`config.mk`:
```
export PLATFORM = sky130hd
export DESIGN_NAME = pl_hazard_ctrl
export DESIGN_NICKNAME = d
export VERILOG_FILES = /design/src/rtl/pl_hazard_ctrl.sv
export SDC_FILE = /design/constraint.sdc
export NUM_CORES = 1
export LEC_CHECK = 0
export CORE_UTILIZATION = 35
export CTS_CLUSTER_DIAMETER = 200
export DETAILED_ROUTE_END_ITERATION = 8
export PLACE_DENSITY_LB_ADDON = 0.12
export SYNTH_ARGS = -nofsm -noshare
export SYNTH_HDL_FRONTEND = slang
export SYNTH_SLANG_ARGS = --single-unit
```
`constraint.sdc`:
```
create_clock -name clk -period 4.1 [get_ports clk]
set_input_delay 0.82 -clock clk [delete_from_list [all_inputs] [get_ports clk]]
set_output_delay 0.82 -clock clk [all_outputs]
set_load 0.01 [all_outputs]
```
`src/rtl/pl_hazard_ctrl.sv`:
```
// Hazard and stall controller for the 5-stage RV32I pipeline: load-use stalls,
// branch flushes, operand forwarding and a watchdog-guarded data-memory handshake.
module pl_hazard_ctrl #(
  parameter int MEM_TIMEOUT = 64,
  parameter int CNT_W       = 32
) (
  input  logic             clk,
  input  logic             rst_n,
  input  logic [4:0]       Rs1D,
  input  logic [4:0]       Rs2D,
  input  logic [4:0]       Rs1E,
  input  logic [4:0]       Rs2E,
  input  logic [4:0]       RdE,
  input  logic [4:0]       RdM,
  input  logic [4:0]       RdW,
  input  logic [1:0]       ResultSrcE,
  input  logic             RegWriteM,
  input  logic             RegWriteW,
  input  logic             MemwriteM,
  input  logic [1:0]       ResultSrcM,
  input  logic             PCSrcE,
  input  logic             dmem_ack,
  output logic             dmem_req,
  output logic [1:0]       ForwardAE,
  output logic [1:0]       ForwardBE,
  output logic             StallF,
  output logic             StallD,
  output logic             StallE,
  output logic             StallM,
  output logic             FlushD,
  output logic             FlushE,
  output logic             FlushW,
  output logic             MemErr,
  output logic [CNT_W-1:0] StallCnt
);

  localparam int WCW = $clog2(MEM_TIMEOUT + 1);
  localparam logic [WCW-1:0] TIMEOUT_VAL = WCW'(MEM_TIMEOUT);

  typedef enum logic [1:0] {
    ST_IDLE = 2'd0,
    ST_WAIT = 2'd1,
    ST_ERR  = 2'd2
  } state_t;

  state_t          r_state;
  state_t          w_nextState;
  logic [WCW-1:0]  r_waitCnt;
  logic [WCW-1:0]  w_nextWaitCnt;
  logic            r_memErr;
  logic [CNT_W-1:0] r_stallCnt;

  logic            w_memAccM;
  logic            w_memStall;
  logic            w_lwStall;
  logic            w_stallFD;

  assign w_memAccM = MemwriteM | (ResultSrcM == 2'b01);

  always_ff @(posedge clk or negedge rst_n) begin
    if (!rst_n) begin
      r_state   <= ST_IDLE;
      r_waitCnt <= '0;
    end else begin
      r_state   <= w_nextState;
      r_waitCnt <= w_nextWaitCnt;
    end
  end

  // An ack always wins over the timeout check, even on the final wait cycle.
  always_comb begin
    w_nextState   = r_state;
    w_nextWaitCnt = r_waitCnt;
    case (r_state)
      ST_IDLE: begin
        if (w_memAccM && !dmem_ack) begin
          w_nextState   = ST_WAIT;
          w_nextWaitCnt = WCW'(1);
        end
      end
      ST_WAIT: begin
        if (dmem_ack) begin
          w_nextState   = ST_IDLE;
          w_nextWaitCnt = '0;
        end else if (r_waitCnt == TIMEOUT_VAL) begin
          w_nextState = ST_ERR;
        end else begin
          w_nextWaitCnt = r_waitCnt + WCW'(1);
        end
      end
      ST_ERR: begin
        w_nextState = ST_ERR;
      end
      default: begin
        w_nextState   = ST_IDLE;
        w_nextWaitCnt = '0;
      end
    endcase
  end

  always_comb begin
    w_memStall = 1'b0;
    dmem_req   = 1'b0;
    case (r_state)
      ST_IDLE: begin
        w_memStall = w_memAccM & ~dmem_ack;
        dmem_req   = w_memAccM;
      end
      ST_WAIT: begin
        w_memStall = ~dmem_ack;
        dmem_req   = w_memAccM;
      end
      ST_ERR: begin
        w_memStall = 1'b1;
        dmem_req   = 1'b0;
      end
      default: begin
        w_memStall = 1'b0;
        dmem_req   = 1'b0;
      end
    endcase
  end

  assign w_lwStall = (ResultSrcE == 2'b01) && (RdE != 5'd0) &&
                     ((RdE == Rs1D) || (RdE == Rs2D));

  // A frozen pipeline must not lose the branch or load-use; both re-evaluate after release.
  assign w_stallFD = w_lwStall | w_memStall;
  assign StallF    = w_stallFD;
  assign StallD    = w_stallFD;
  assign StallE    = w_memStall;
  assign StallM    = w_memStall;
  assign FlushW    = w_memStall;
  assign FlushD    = PCSrcE & ~w_memStall;
  assign FlushE    = (w_lwStall | PCSrcE) & ~w_memStall;

  function automatic logic [1:0] fwdSel(
    input logic [4:0] rs,
    input logic       regWriteM,
    input logic [4:0] rdM,
    input logic       regWriteW,
    input logic [4:0] rdW
  );
    logic [1:0] sel;
    sel = 2'b00;
    if (regWriteM && (rdM != 5'd0) && (rdM == rs)) begin
      sel = 2'b10;
    end else if (regWriteW && (rdW != 5'd0) && (rdW == rs)) begin
      sel = 2'b01;
    end
    return sel;
  endfunction

  assign ForwardAE = fwdSel(Rs1E, RegWriteM, RdM, RegWriteW, RdW);
  assign ForwardBE = fwdSel(Rs2E, RegWriteM, RdM, RegWriteW, RdW);

  always_ff @(posedge clk or negedge rst_n) begin
    if (!rst_n) begin
      r_memErr <= 1'b0;
    end else if (w_nextState == ST_ERR) begin
      r_memErr <= 1'b1;
    end
  end

  always_ff @(posedge clk or negedge rst_n) begin
    if (!rst_n) begin
      r_stallCnt <= '0;
    end else if (w_stallFD && (r_stallCnt != {CNT_W{1'b1}})) begin
      r_stallCnt <= r_stallCnt + CNT_W'(1);
    end
  end

  assign MemErr   = r_memErr;
  assign StallCnt = r_stallCnt;

endmodule

```
==> flow_metrics.py, run 1 <==
metrics = {
    "outcome": {
        "outcome": "finished clean",
    },
    "synthesis": {
        "mean_instance_size_in_the_synthesized_netlist_um2": 9.90,
        "asyncSetResetFlopFracSynth": 1.00,
        "mappedNetlistNets": 313,
        "number_of_warnings_reported_in_the_yosys_synthesis_log": 0,
        "area_leader_netlist": "dfrtp_1",
        "netlist_instances": 264,
        "yosys.cell_count.top_type": "dfrtp_1",
        "synth.distinct_cells": 47,
        "primary_ff_master_synth": "dfrtp_1",
        "synth.yosys.seq_area_share": 0.402,
        "post_synth_main_area_contributors": "dfrtp_1 (40%), xnor2_1 (12%), xor2_1 (8.0%)",
        "synth.cells.most_frequent": "dfrtp_1 (42), xnor2_1 (37), xor2_1 (24), nand4_1 (20), nand2_1 (19)",
        "synthesis.area_um2": 2610,
        "synth_edf_count": 0,
        "ys_ff_latch": 42,
        "yosys.area.top_type_share": 0.402,
    },
    "final_layout": {
        "final.fill_count": 701,
        "synthToLayoutAreaGrowth_pct": 40.8,
        "drive_above_1_share": 0.0817,
        "total_number_of_nets_in_the_final_design": 403,
        "count_of_inserted_antenna_diode_cells": 0,
        "post-route-cell-area_um2": 3680,
    },
    "power": {
        "power_mw": 1.06,
        "power_density_nw_per_um2": 288,
        "ir_drop_uv": 177,
        "power.static_leakage_nw": 1.47,
    },
    "global_route": {
        "grt_max_degree": 43,
        "use_met2": 0.295,
        "antenna_found_initial": 0,
        "grt_first_pass_wirelength_mm": 10.2,
        "global_route.peak_usage_layer": "met2",
        "grt_pass1_vias": 2241,
        "grt_overflow": 0,
        "global_route.usage.met3": 0.0392,
        "global_route.usage.met1": 0.203,
        "track_usage": 0.168,
    },
    "placed_design": {
        "place_worst_setup_slack_ns": 0.198,
        "gp_congestion": 0.934,
        "port_buffers": 90,
        "place_hpwl_mm": 4.75,
        "dpl_cell_area_um2": 3590,
    },
    "cts": {
        "cts_sinks": 42,
        "ctsHtreeMaxLevel": 2,
        "cts_tree": "yes",
        "cts-buffers-inserted": 5,
        "insertion_delay_ns": 0.29,
        "cts_post_setup_buffers_inserted": 0,
        "cts.hold.buffers_added": 0,
        "postCtsResizedCells": 0,
        "cts-root-buf": "clkbuf_8",
        "path_clk_slew_ns": 0.07,
        "clock_path_buffers": 2,
    },
    "timing": {
        "setup-violations-final": 0,
        "hold_violations": 0,
        "max_freq_ghz": 0.257,
        "clock_skew_ns": 0.00640,
        "timing.max_slew.rel_slack": 0.376,
        "layout_min_cycle_time_ns": 3.89,
        "min_period_over_period": 0.949,
        "setup_tns_ns": 0,
        "fin_ws_ns": 0.207,
        "grt_setup_unrepaired": "false",
        "timing_worst_slew_pin_value_ns": 0.937,
        "timing_max_transition_violations_final": 0,
    },
    "route": {
        "routed_wire_length_per_instance_um": 13.5,
        "final_antenna_net_count": 0,
        "route.detailed.vias_per_inst": 4.94,
        "vias": 2243,
        "wirelength_mm": 6.13,
        "drc_errors": 0,
        "detail_route.iter0.violations": 90,
        "dr_pass1_iterations": 6,
    },
    "critical_path": {
        "startpoint": "RdM[1]",
        "critPathKind": "input pin to output port",
        "critPathLaunchType": "input pin",
        "worstPathArrival_ns": 3.07,
        "wp_data_required_ns": 3.28,
        "timing.critical_path.to_type": "output port",
        "worstPathMaxFanout": 3,
        "beginning_of_the_worst_register_to_register_path": "StallCnt[0]",
    },
    "flow_run": {
        "timing.max_cap.violations": 0,
    },
    "floorplanning": {
        "fp.dieArea_um2": 7820,
        "floorplan.die.height_um": 88.4,
        "core_region_area_um2": 7250,
        "top_level_ports": 91,
        "floorplan.initialDensity": 0.360,
        "placementRows": 31,
        "dieWidth_um": 88.4,
    },
    "worst_hold_path": {
        "min-delay-start": "MemErr",
        "min-delay-path-class": "flip-flop to flip-flop",
    },
}
[routing by layer]
layer	up-vias	wire [um]
li1	1119	-
met1	1068	2720
met2	52	3080
met3	4	292
met4	0	46
met5	-	0
[logic make-up after synthesis]
logic type,synth area share
flops,0.402
buf+inv,0.0273
xor+xnor,0.204
mux,0.00431
compound gates,0.0694
fa+ha+maj,0.0144
simple gates,0.278
[area by class of cell]
cell class              instances  area [um^2]  area share
inverters                       3         11.3     0.00306
repair buffers                 92          911       0.248
clock buffers                   7         86.3      0.0235
multi-input cells             210         1490       0.405
flip-flops and latches         42         1050       0.286
clock inverters                 1         5.00     0.00136
well taps                      99          124      0.0337
[metrics by stage]
step,hold WS [ns],utilization,std cells
2_1_floorplan,0.445,-,264
3_3_place_gp,0.452,0.495,446
3_5_place_dp,0.458,0.495,446
4_1_cts,0.481,0.507,454
5_1_grt,0.501,0.507,454
6_report,0.474,0.507,454
[final timing paths]
check | to | slack (ns) | cells after the start
worst max-delay path | ForwardBE[0] | 0.21 | 6
max in group asynchronous | r_waitCnt[1] | 2.85 | 1
worst max register to register | StallCnt[1] | 1.60 | 6
min in group asynchronous | r_waitCnt[6] | 0.67 | 1
worst min-delay path | MemErr | 0.47 | 1
worst min register to register | MemErr | 0.47 | 1
[critical path, stage by stage]
cell,delay [ns]
clkdlybuf4s50_1,0.46
or4_1,0.53
o21ai_0,0.22
nor4_1,0.12
nor4_1,0.32
clkdlybuf4s50_1,0.59
[power by group]
part	switching [mW]	internal [mW]	total, mW
clock network	0.135	0.136	0.271
logic	0.119	0.163	0.282
registers	0.0560	0.449	0.505
[registers in the layout (all words and copies together), names as in the netlist]
name,count
r_waitCnt,7
MemErr,1
r_state,2
StallCnt,32
[layout by cell type (no fill, tap or decap), types with 2 or more instances in the layout]
cell and instances:
and2_1 2, and3_1 12, and3_2 2, buf_4 2
clkbuf_8 6, clkdlybuf4s50_1 89, dfrtp_1 42, ha_1 3
inv_1 3, nand2_1 19, nand3_1 18, nand4_1 20
nand4b_1 2, nor2_1 15, nor2b_1 2, nor3_1 4
nor4_1 5, nor4_4 2, o21ai_0 9, o21ai_2 2
o31ai_1 2, o41ai_1 2, or2_2 3, or4_1 5
xnor2_1 37, xor2_1 24
Note: power is estimated with default switching activity, not from simulation.
==> run 2, diff against run 1 <==
TNS_END_PERCENT = 100   (was default)
==> results of run 2 <==
Final layout, timing and power as in run 1 (identical DEF).
